$ cat src/rtl/pwm_timebase.sv
// Prescaled PWM timebase with up, down and centre-aligned counting.
// Period, prescale and mode are shadowed and reload only at cycle boundaries.
module pwm_timebase #(
  parameter int WIDTH = 16,
  parameter int PS_W  = 8
) (
  input  logic             clk,
  input  logic             rst,
  input  logic             en,
  input  logic             count_reset,
  input  logic [1:0]       mode,
  input  logic [WIDTH-1:0] period,
  input  logic [PS_W-1:0]  prescale,
  output logic [WIDTH-1:0] count_val,
  output logic             dir,
  output logic             ovf,
  output logic             unf,
  output logic             upd
);

  typedef enum logic [1:0] {
    MODE_UP     = 2'b00,
    MODE_DOWN   = 2'b01,
    MODE_CENTRE = 2'b10,
    MODE_HOLD   = 2'b11
  } mode_t;

  localparam logic [WIDTH-1:0] ONE_W   = WIDTH'(1);
  localparam logic [PS_W-1:0]  ONE_PS  = PS_W'(1);
  localparam logic [WIDTH:0]   ONE_W1  = (WIDTH+1)'(1);

  logic [WIDTH-1:0] count_reg, count_next;
  logic [PS_W-1:0]  psc_cnt_reg, psc_cnt_next;
  logic             dir_reg, dir_next;
  logic             ovf_reg, ovf_next;
  logic             unf_reg, unf_next;
  logic             upd_reg, upd_next;
  logic [WIDTH-1:0] per_sh_reg, per_sh_next;
  logic [PS_W-1:0]  psc_sh_reg, psc_sh_next;
  mode_t            mode_sh_reg, mode_sh_next;

  logic             tick;
  logic             load_sh;
  logic             upd_evt;
  logic [WIDTH:0]   count_inc;
  mode_t            mode_in;

  always_ff @(posedge clk or posedge rst) begin
    if (rst) begin
      count_reg   <= '0;
      psc_cnt_reg <= '0;
      dir_reg     <= 1'b1;
      ovf_reg     <= 1'b0;
      unf_reg     <= 1'b0;
      upd_reg     <= 1'b0;
      per_sh_reg  <= '0;
      psc_sh_reg  <= '0;
      mode_sh_reg <= MODE_UP;
    end else begin
      count_reg   <= count_next;
      psc_cnt_reg <= psc_cnt_next;
      dir_reg     <= dir_next;
      ovf_reg     <= ovf_next;
      unf_reg     <= unf_next;
      upd_reg     <= upd_next;
      per_sh_reg  <= per_sh_next;
      psc_sh_reg  <= psc_sh_next;
      mode_sh_reg <= mode_sh_next;
    end
  end

  always_comb begin
    count_next   = count_reg;
    psc_cnt_next = psc_cnt_reg;
    dir_next     = dir_reg;
    ovf_next     = 1'b0;
    unf_next     = 1'b0;
    upd_next     = 1'b0;
    per_sh_next  = per_sh_reg;
    psc_sh_next  = psc_sh_reg;
    mode_sh_next = mode_sh_reg;
    load_sh      = 1'b0;
    upd_evt      = 1'b0;
    mode_in      = mode_t'(mode);
    tick         = (psc_cnt_reg == psc_sh_reg);
    // One extra bit so the centre-mode top compare cannot wrap at all-ones.
    count_inc    = {1'b0, count_reg} + ONE_W1;

    if (count_reset) begin
      psc_cnt_next = '0;
      load_sh      = 1'b1;
      upd_next     = 1'b1;
      count_next   = (mode_in == MODE_DOWN) ? period : '0;
      dir_next     = (mode_in != MODE_DOWN);
    end else if (!en) begin
      load_sh = 1'b1;
    end else begin
      psc_cnt_next = tick ? '0 : psc_cnt_reg + ONE_PS;
      if (tick) begin
        unique case (mode_sh_reg)
          MODE_UP: begin
            dir_next = 1'b1;
            if (count_reg >= per_sh_reg) begin
              count_next = '0;
              ovf_next   = 1'b1;
              upd_evt    = 1'b1;
            end else begin
              count_next = count_reg + ONE_W;
            end
          end
          MODE_DOWN: begin
            dir_next = 1'b0;
            if (count_reg == '0) begin
              count_next = per_sh_reg;
              unf_next   = 1'b1;
              upd_evt    = 1'b1;
            end else begin
              count_next = count_reg - ONE_W;
            end
          end
          MODE_CENTRE: begin
            // A zero period collapses peak and valley into the same tick.
            if (per_sh_reg == '0) begin
              count_next = '0;
              dir_next   = 1'b1;
              ovf_next   = 1'b1;
              unf_next   = 1'b1;
              upd_evt    = 1'b1;
            end else if (dir_reg) begin
              if (count_inc >= {1'b0, per_sh_reg}) begin
                count_next = per_sh_reg;
                dir_next   = 1'b0;
                ovf_next   = 1'b1;
              end else begin
                count_next = count_inc[WIDTH-1:0];
              end
            end else begin
              if (count_reg <= ONE_W) begin
                count_next = '0;
                dir_next   = 1'b1;
                unf_next   = 1'b1;
                upd_evt    = 1'b1;
              end else begin
                count_next = count_reg - ONE_W;
              end
            end
          end
          default: begin
          end
        endcase
      end
      if (upd_evt) begin
        load_sh  = 1'b1;
        upd_next = 1'b1;
      end
    end

    if (load_sh) begin
      per_sh_next  = period;
      psc_sh_next  = prescale;
      mode_sh_next = mode_in;
    end
  end

  assign count_val = count_reg;
  assign dir       = dir_reg;
  assign ovf       = ovf_reg;
  assign unf       = unf_reg;
  assign upd       = upd_reg;

endmodule
$ cat config.mk
export PLATFORM = sky130hd
export DESIGN_NAME = pwm_timebase
export DESIGN_NICKNAME = d
export VERILOG_FILES = /design/src/rtl/pwm_timebase.sv
export SDC_FILE = /design/constraint.sdc
export NUM_CORES = 1
export LEC_CHECK = 0
export BUFFER_PORTS_ARGS = -buffer_cell sky130_fd_sc_hd__buf_2
export CAP_MARGIN = 10
export CORE_MARGIN = 2
export CORE_UTILIZATION = 55
export DETAILED_ROUTE_END_ITERATION = 8
export PLACE_DENSITY = 0.78
export SLEW_MARGIN = 5
export SYNTH_ARGS = -nofsm -noshare
export SYNTH_HDL_FRONTEND = slang
export SYNTH_SLANG_ARGS = --single-unit
$ cat constraint.sdc
create_clock -name clk -period 3.5 [get_ports clk]
set_input_delay 0.875 -clock clk [delete_from_list [all_inputs] [get_ports clk]]
set_output_delay 0.875 -clock clk [all_outputs]
set_load 0.005 [all_outputs]
; Word level (Yosys, flattened, before mapping)
; Cells that the tools add are included.
[totals]
regBits = 54
mem_bits_rw = 0
mem_count = 0
word_cells = 74
mem_bits_ro = 0
latchBits = 0
output_inout_bits = 20
inputBits = 30
[op_classes]
div = 0
bitwise_logic = 0
shift = 0
n_lt_le_gt_ge = 3
eq_ne = 5
mux = 46
mul = 0
n_reduce_logical = 7
n_addsub = 4
[op_table]
columns = operator, n
row1 = 2-to-1 mux 16 bit, 10
row2 = one-hot mux 16 bit (3 select lines), 1
row3 = zero test 16 bit, 2
row4 = 2-to-1 mux 1 bit, 28
row5 = 2-to-1 mux 8 bit, 3
row6 = adder 16 x 1 -> 17 bit (second input constant), 1
row7 = greater-or-equal comparator 17 x 16 -> 1 bit, 1
row8 = adder 16 x 1 -> 16 bit (second input constant), 1
row9 = greater-or-equal comparator 16 bit, 1
row10 = less-or-equal comparator 16 x 1 -> 1 bit (second input constant), 1
row11 = subtractor 16 x 1 -> 16 bit (second input constant), 1
row12 = adder 8 x 1 -> 8 bit (second input constant), 1
row13 = == test 8 bit, 1
row14 = one-hot mux 1 bit (3 select lines), 2
row15 = == test 2 x 1 -> 1 bit (second input constant), 2
row16 = one-hot mux 1 bit (2 select lines), 2
row17 = nonzero test 2 bit, 2
row18 = nonzero test 4 bit, 1
row19 = AND reduction 3 bit, 1
row20 = == test 2 bit (second input constant), 1
row21 = zero test 2 bit, 1
row22 = inequality test 2 x 1 -> 1 bit (second input constant), 1

; Depth between registers and ports, before layout
; Gate-level depths: netlist (run 1).
[logic_depth]
word_depth = 11
depth_mapped = 16
ltp_nobuf = 13

; Worst setup path before layout (run 1)
; Ideal clock, no wire load.
[synth_timing]
path_kind = register -> register
from = register count_reg[0] (netlist: count_val[0])
to = register count_reg[15] (netlist: count_val[15])
stages_incl_launch_ff = 17
slack_ns = -0.437
setup_time_ns = 0.164
period_less_slack_ns = 3.937
n_path_buf = 3
arrival_ns = 3.773
required_ns = 3.336
cell_sequence = dfrtp_1 ha_1 clkbuf_1 nand3_1 or2_2 nor3_1 xor2_1 ha_1 a21oi_1 nor2b_1 a2111oi_2 and2_0 clkbuf_1 buf_2 o22ai_1 a221oi_1 o221ai_1
[synth_between]
elab_chain_cells = 9
elab_cells_between_ends = 17
[synth_lines]
columns = item, line_no
row1 = start: declaration, 32  ; logic [WIDTH-1:0] count_reg, count_next;
row2 = start signal: assignment, 60  ; count_reg <= count_next;
row3 = adder 16 x 1 -> 17 bit, 87  ; count_inc = {1'b0, count_reg} + ONE_W1;
row4 = greater-or-equal comparator 17 x 16 -> 1 bit, 130  ; if (count_inc >= {1'b0, per_sh_reg}) begin
row5 = 2-to-1 mux 16 bit, 130
row6 = 2-to-1 mux 16 bit, 129  ; end else if (dir_reg) begin
row7 = 2-to-1 mux 16 bit, 123  ; if (per_sh_reg == '0) begin
row8 = one-hot mux 16 bit (3 select lines) *, 100  ; unique case (mode_sh_reg)
row9 = 2-to-1 mux 16 bit *, 99  ; if (tick) begin
row10 = 2-to-1 mux 16 bit *, 95  ; end else if (!en) begin
row11 = 2-to-1 mux 16 bit *, 89  ; if (count_reset) begin
; Mark *: on every way between the ends. The rest lies on a longest branch, timed or not. The select of a mux whose other input is x is not followed.
; A chain may end at the register's enable or synchronous reset.

; Worst setup path in the final report (run 1)
[layout_timing]
from = register count_reg[0] (netlist: count_val[0])
to = register count_reg[9] (netlist: count_val[9])
; Same word-level chain as after synthesis.

==> results of run 1 <==
## worst max-delay path: cells and delay by family, from the launching register on
kind / cells / cell delay (ps)
buffers and inverters: 4 / 660
flip-flops: 1 / 430
AND/OR/NAND/NOR: 8 / 1370
AO/OA/AOI/OAI: 2 / 350
XOR/XNOR: 1 / 170
adder cells (fa/ha/maj): 1 / 300
## where the power goes
group / internal (uW) / switching [uW]
clock: 218 / 231
combinational: 377 / 550
sequential: 677 / 59.8
total: 1270 / 841
## per-layer routing
metal  track usage (%)  vias up  routed length (um)
met4              8.44        0                 363
met1              48.9     2340                6970
met2              55.5      265                7620
met5                 0        -                   0
li1                  -     2233                   -
met3              4.01       40                1410
## per-stage QoR
| stage | cell area [um2] | power, uW | setup TNS [ps] |
|---|---|---|---|
| after floorplan | 4890 | 1290 | 0 |
| after global placement | 5490 | 1600 | -77.4 |
| after detailed placement | 5490 | 1620 | -1660 |
| after CTS | 5620 | 2070 | 0 |
| after global routing | 5710 | 2220 | -71.5 |
| final | 5710 | 2110 | 0 |
## kinds of logic after synthesis
group / count (synthesis)
flops: 54
simple gates: 188
xor+xnor: 38
fa+ha+maj: 40
mux: 27
compound gates: 150
buf+inv: 71
## repair_timing
item | in CTS | in global routing
buffers inserted | 1 | 3
setup endpoints to repair | 17 | 16
gates resized for setup | 5 | 14
pin swaps | 1 | 5
## synthesized netlist by cell type, drive strengths merged (4+ instances only)
master | n | area (um2)
and3 | 4 | 25.0
nor2b | 6 | 37.5
nor4 | 14 | 118
inv | 34 | 128
ha | 40 | 500
xor2 | 28 | 245
nor2 | 47 | 176
nand3 | 15 | 75.1
xnor2 | 10 | 87.6
nor3 | 14 | 70.1
buf | 13 | 100
a31oi | 8 | 50.1
or3 | 5 | 31.3
nand4 | 16 | 106
o211a | 4 | 40.0
dfrtp | 53 | 1330
nand2 | 49 | 186
a221oi | 5 | 43.8
mux2 | 27 | 379
or4 | 4 | 30.0
o211ai | 6 | 45.0
a211oi | 10 | 80.1
a211o | 4 | 35.0
o21ai | 27 | 146
o31ai | 5 | 37.5
clkbuf | 24 | 90.1
a2111oi | 7 | 67.6
a21oi | 42 | 214
and2 | 5 | 31.3
## cell usage in the layout (no fill, tap or decap), types with 14 or more instances in the layout
cell type / Yosys / final
o21ai_0: 26 / 25
buf_4: 1 / 59
ha_1: 40 / 39
nor2_1: 47 / 45
a21oi_1: 41 / 41
nand3_1: 15 / 14
dfrtp_1: 53 / 50
mux2_4: 20 / 20
buf_2: 6 / 49
xor2_1: 28 / 27
nand4_1: 15 / 15
inv_1: 34 / 33
nand2_1: 48 / 47
## layout make-up
cell class                      count  area, um2
Clock buffer                        5       68.8
Clock inverter                      3       47.5
Fill cell                         756       2930
Inverter                           34        128
Multi-Input combinational cell    443       3280
Sequential cell                    54       1360
Tap cell                          108        135
Timing Repair Buffer              108        688
## how the worst max path moves through the flow
stage / start / end / slack [ps] / depth (start not counted)
floorplan: count_val[0] / count_val[15] / 1 / 16
finish: count_val[0] / count_val[9] / 140 / 16
global placement: count_val[0] / count_val[11] / -40 / 14
global route: count_val[0] / count_val[11] / -30 / 15
CTS: count_val[0] / count_val[11] / 30 / 15
detailed placement: count_val[0] / count_val[11] / -230 / 14
==> results.yml, run 1 <==
floorplan:
  io_pins: 50
  initial_utilization_pct: 56.4
  dieArea_um2: 9630
  rows: 34
  core_region_area_um2: 8640
  die_w_um: 98.1
  fp.dieH_um: 98.1
sta:
  post-route-period-util_pct: 96.1
  hold_viol: 0
  setup_slack_ps: 138
  max_freq_mhz: 297
  slew-limit-headroom_pct: 25.2
  setup_viol: 0
  drv_slew: 0
  hold_ws_ps: 542
  min_period_ps: 3360
  worst_slew_pin_slew_ps: 1120
  fin_skew_ps: 12.6
cts:
  holdBufCountCts: 0
  cts-root-buf: "clkbuf_8"
  h-tree-depth: 2
  cts_tree: "done"
  clock_latency_ps: 320
  clock_path_buffers: 2
  numCtsBuffers: 5
  cts.reportedPaths.clkPinSlew_ps: 110
  clock_sinks: 54
logic_synthesis:
  synth.distinct_cells: 71
  ys_warn_count: 0
  syn_inst: 568
  yosys.area_share.xor_xnor_pct: 6.83
  synth_top_family_by_area: "compound AO/OA/AOI/OAI gates"
  synth_edf_count: 0
  synth_area_per_cell_um2: 8.58
  ys_seq_area_share_pct: 27.8
  synthSimpleGateAreaFrac_pct: 19.6
  synth.area.mux_share_pct: 7.78
  synth_area_um2: 4870
  synth_seq_cells: 54
  synthArstFlopShare_pct: 100
  synth_compound_area_share_pct: 21.3
  synth.net_count: 638
  yosys.area_share.adder_pct: 10.3
  synth_flop_cell: "dfrtp_1"
worst_setup_path:
  critPathMaxStageDelay_ps: 430
  endpoint_kind: "flop"
  path_class: "reg2reg"
  rr_endpoint: "count_val[9]"
  worstPathArrival_ps: 3600
  r2r.worst_path.cells: 16
  worstPathMaxFanout: 9
  worstReg2RegStart: "count_val[0]"
  critical_path_required_ps: 3730
  crit_chain: "buf_4, and2_2, nand4_1, buf_4, nor2_2, xor2_2, ha_1, nand4_1, nor4_2, a2bb2oi_1, buf_4, nand2_2, buf_4, nor2_1, or4_1, a221oi_2"
  start_kind: "flop"
  regToRegSetupSlack_ps: 140
  slowest_stage: "dfrtp_2"
  cp_common_cell: "buf_4"
global_route:
  grt_pass1_vias: 4855
  grt_start_max_net_pins: 31
  overflow: 0
  grt.total_usage_pct: 34.2
  grt_pass1_wl_um: 26000
  antenna_found_initial: 0
cells_and_area:
  antenna_cells: 0
  finalNonFillerCells: 755
  utilization_pct: 66.1
  nets: 716
  drive_above_1_share_pct: 27.5
  synthToLayoutAreaGrowth_pct: 17.1
placement:
  dpl.cell_count: 743
  place_congestion: 0.993
  dp_hpwl_um: 12500
  io_buffers: 49
  dpl_worst_slack_ps: -227
routing:
  wl_per_cell_um: 21.7
  dr.pass1.iters: 5
  drt_iter0_drc: 662
  vias_per_cell: 6.46
  drc_errors: 0
  postRouteAntennaNets: 0
  postRouteWirelength_um: 16400
  via_count: 4878
hold_path:
  hold_start: "psc_sh_reg[2]"
  hold_path.class: "reg2reg"
  holdPathStages: 1
  hold_end: "psc_sh_reg[2]"
outcome:
  status: "completed"
pwr:
  leakagePower_uw: 0.00268
  power.density_nw_per_um2: 370
  vdd_drop_max_mv: 0.252
flow_run:
  cap_viol_max_count: 0
(Power assumes the default switching activity.)
==> run 2, diff against run 1 <==
PLACE_DENSITY = 0.8   (was 0.78)
==> run 2 against run 1 <==
Effect of this change: highest routed layer unchanged; critical endpoint unchanged; combinational power shrank 2%; total power is 0.42% lower; routed wire length decreased by 2.0%.
==> results.yml, run 2 (synthesis gave the netlist of run 1 again) <==
outcome:
  status: "completed"
global_route:
  grt_pass1_vias: 4756
  grt_pass1_wl_um: 25200
  antenna_found_initial: 0
  overflow: 0
  grt.total_usage_pct: 33.2
  grt_start_max_net_pins: 55
cells_and_area:
  final_common_cell: "buf_4"
  antenna_cells: 0
  nets: 713
  drive_above_1_share_pct: 27.0
  final_cell_mix: "buf_4 (53), dfrtp_1 (51), buf_2 (49), nand2_1 (47), nor2_1 (47)"
  finalNonFillerCells: 752
  design_area_um2: 5690
  synthToLayoutAreaGrowth_pct: 16.8
pwr:
  power_uw: 2100
  leakagePower_uw: 0.00268
  swShare_pct: 39.6
  combinationalPowerShare_pct: 43.1
  p_seq_share_pct: 35.8
  power.switching_uw: 834
  vdd_drop_max_mv: 0.232
  intPower_uw: 1270
  power.density_nw_per_um2: 370
  pwr-share-clk_pct: 21.1
floorplan:
  rows: 34
  dieArea_um2: 9630
  die_w_um: 98.1
  core_region_area_um2: 8640
  io_pins: 50
  fp.dieH_um: 98.1
  initial_utilization_pct: 56.4
placement:
  dpl.cell_count: 741
  place_congestion: 1.06
  place_area_um2: 5480
  dp_hpwl_um: 12200
  io_buffers: 49
cts:
  clock_path_buffers: 2
  cts_tree: "done"
  clock_sinks: 54
  h-tree-depth: 2
  cts.reportedPaths.clkPinSlew_ps: 110
  numCtsBuffers: 5
  clock_latency_ps: 320
  cts-root-buf: "clkbuf_8"
worst_setup_path:
  endpoint_kind: "flop"
  regToRegSetupSlack_ps: 110
  crit_chain: "ha_1, nand3_1, or2_4, nor3_2, xor2_1, ha_1, nand3_2, nor2_1, a2111oi_2, and2_4, nor2_1, or4_1, a221oi_2"
  path_class: "reg2reg"
  r2r.worst_path.cells: 13
  slowest_stage: "or4_1"
  start_kind: "flop"
  worstPathArrival_ps: 3630
  rr_endpoint: "count_val[9]"
  endpoint: "count_val[9]"
  critical_path_required_ps: 3740
  worstReg2RegStart: "count_val[1]"
  critPathLaunch: "count_val[1]"
  critPathMaxStageDelay_ps: 490
  worstPathMaxFanout: 4
sta:
  slew-limit-headroom_pct: 9.26
  worst_slew_pin_slew_ps: 1350
  hold_ws_ps: 543
  final.setup.tns_ps: 0
  fin_skew_ps: 14.0
  min_period_ps: 3390
  max_freq_mhz: 295
  hold_viol: 0
  rsz0062_at_grt: "true"
  post-route-period-util_pct: 97.0
  setup_viol: 0
  drv_slew: 0
routing:
  postRouteWirelength_um: 16000
  postRouteAntennaNets: 0
  drc_errors: 0
  via_count: 4979
  wl_per_cell_um: 21.3
  drt_iter0_drc: 610
  dr.pass1.iters: 6
  vias_per_cell: 6.62
flow_run:
  cap_viol_max_count: 0
hold_path:
  hold_path.class: "reg2reg"
  hold_start: "psc_sh_reg[6]"
## run 2: through the flow
| step | utilization (%) | worst slack (ps) |
|---|---|---|
| 6_report | 65.9 | 106 |
| 5_1_grt | 65.9 | -94.6 |
| 4_1_cts | 64.8 | 14.0 |
| 3_5_place_dp | 63.5 | 61.5 |
| 3_3_place_gp | 63.5 | 92.6 |
| 2_1_floorplan | - | 1.36 |
## run 2: routing by layer
layer | share of wire [%] | wire, um | GRT usage, %
met5 | 0 | 0 | 0
met4 | 3.6 | 583 | 12.3
met3 | 11 | 1690 | 5.87
met2 | 45 | 7290 | 52.7
met1 | 40 | 6470 | 45.6
## run 2: what timing repair did
| item | in CTS | in global routing |
|---|---|---|
| hold buffers | 0 | 0 |
| gates resized for setup | 0 | 21 |
| setup buffers | 0 | 3 |
| setup endpoints to repair | 0 | 18 |
## run 2: layout make-up
class                      count  area, um2
clock inverter                 2       37.5
inverter                      34        128
fill                         723       2940
multi-input combinational    443       3280
tap                          108        135
sequential                    54       1360
timing repair buffer         105        686
clock buffer                   6       72.6
## run 2: how the worst min path moves through the flow
stage	to	slack (ps)	cells past startpoint
after detailed placement	psc_sh_reg[6]	520	1
after floorplan	psc_cnt_reg[7]	500	1
after global placement	psc_sh_reg[5]	520	1
final	psc_sh_reg[6]	540	1
after global routing	per_sh_reg[14]	570	1
after CTS	psc_sh_reg[6]	550	1
## run 2: worst max-delay path: cells and delay by family, from the launching register on
family                     cells  cell delay, ps
AOI/OAI and AO/OA              2             640
adders and majority gates      2             490
xor gates and xnor gates       1             220
DFF                            1             420
and+or+nand+nor                8            1530
## run 2: power groups by stage
stage / Clock [uW] / Combinational, uW / Sequential (uW)
floorplan: 0 / 545 / 742
global placement: 0 / 837 / 758
detailed placement: 0 / 852 / 761
CTS: 441 / 858 / 749
global route: 466 / 982 / 758
finish: 443 / 907 / 754
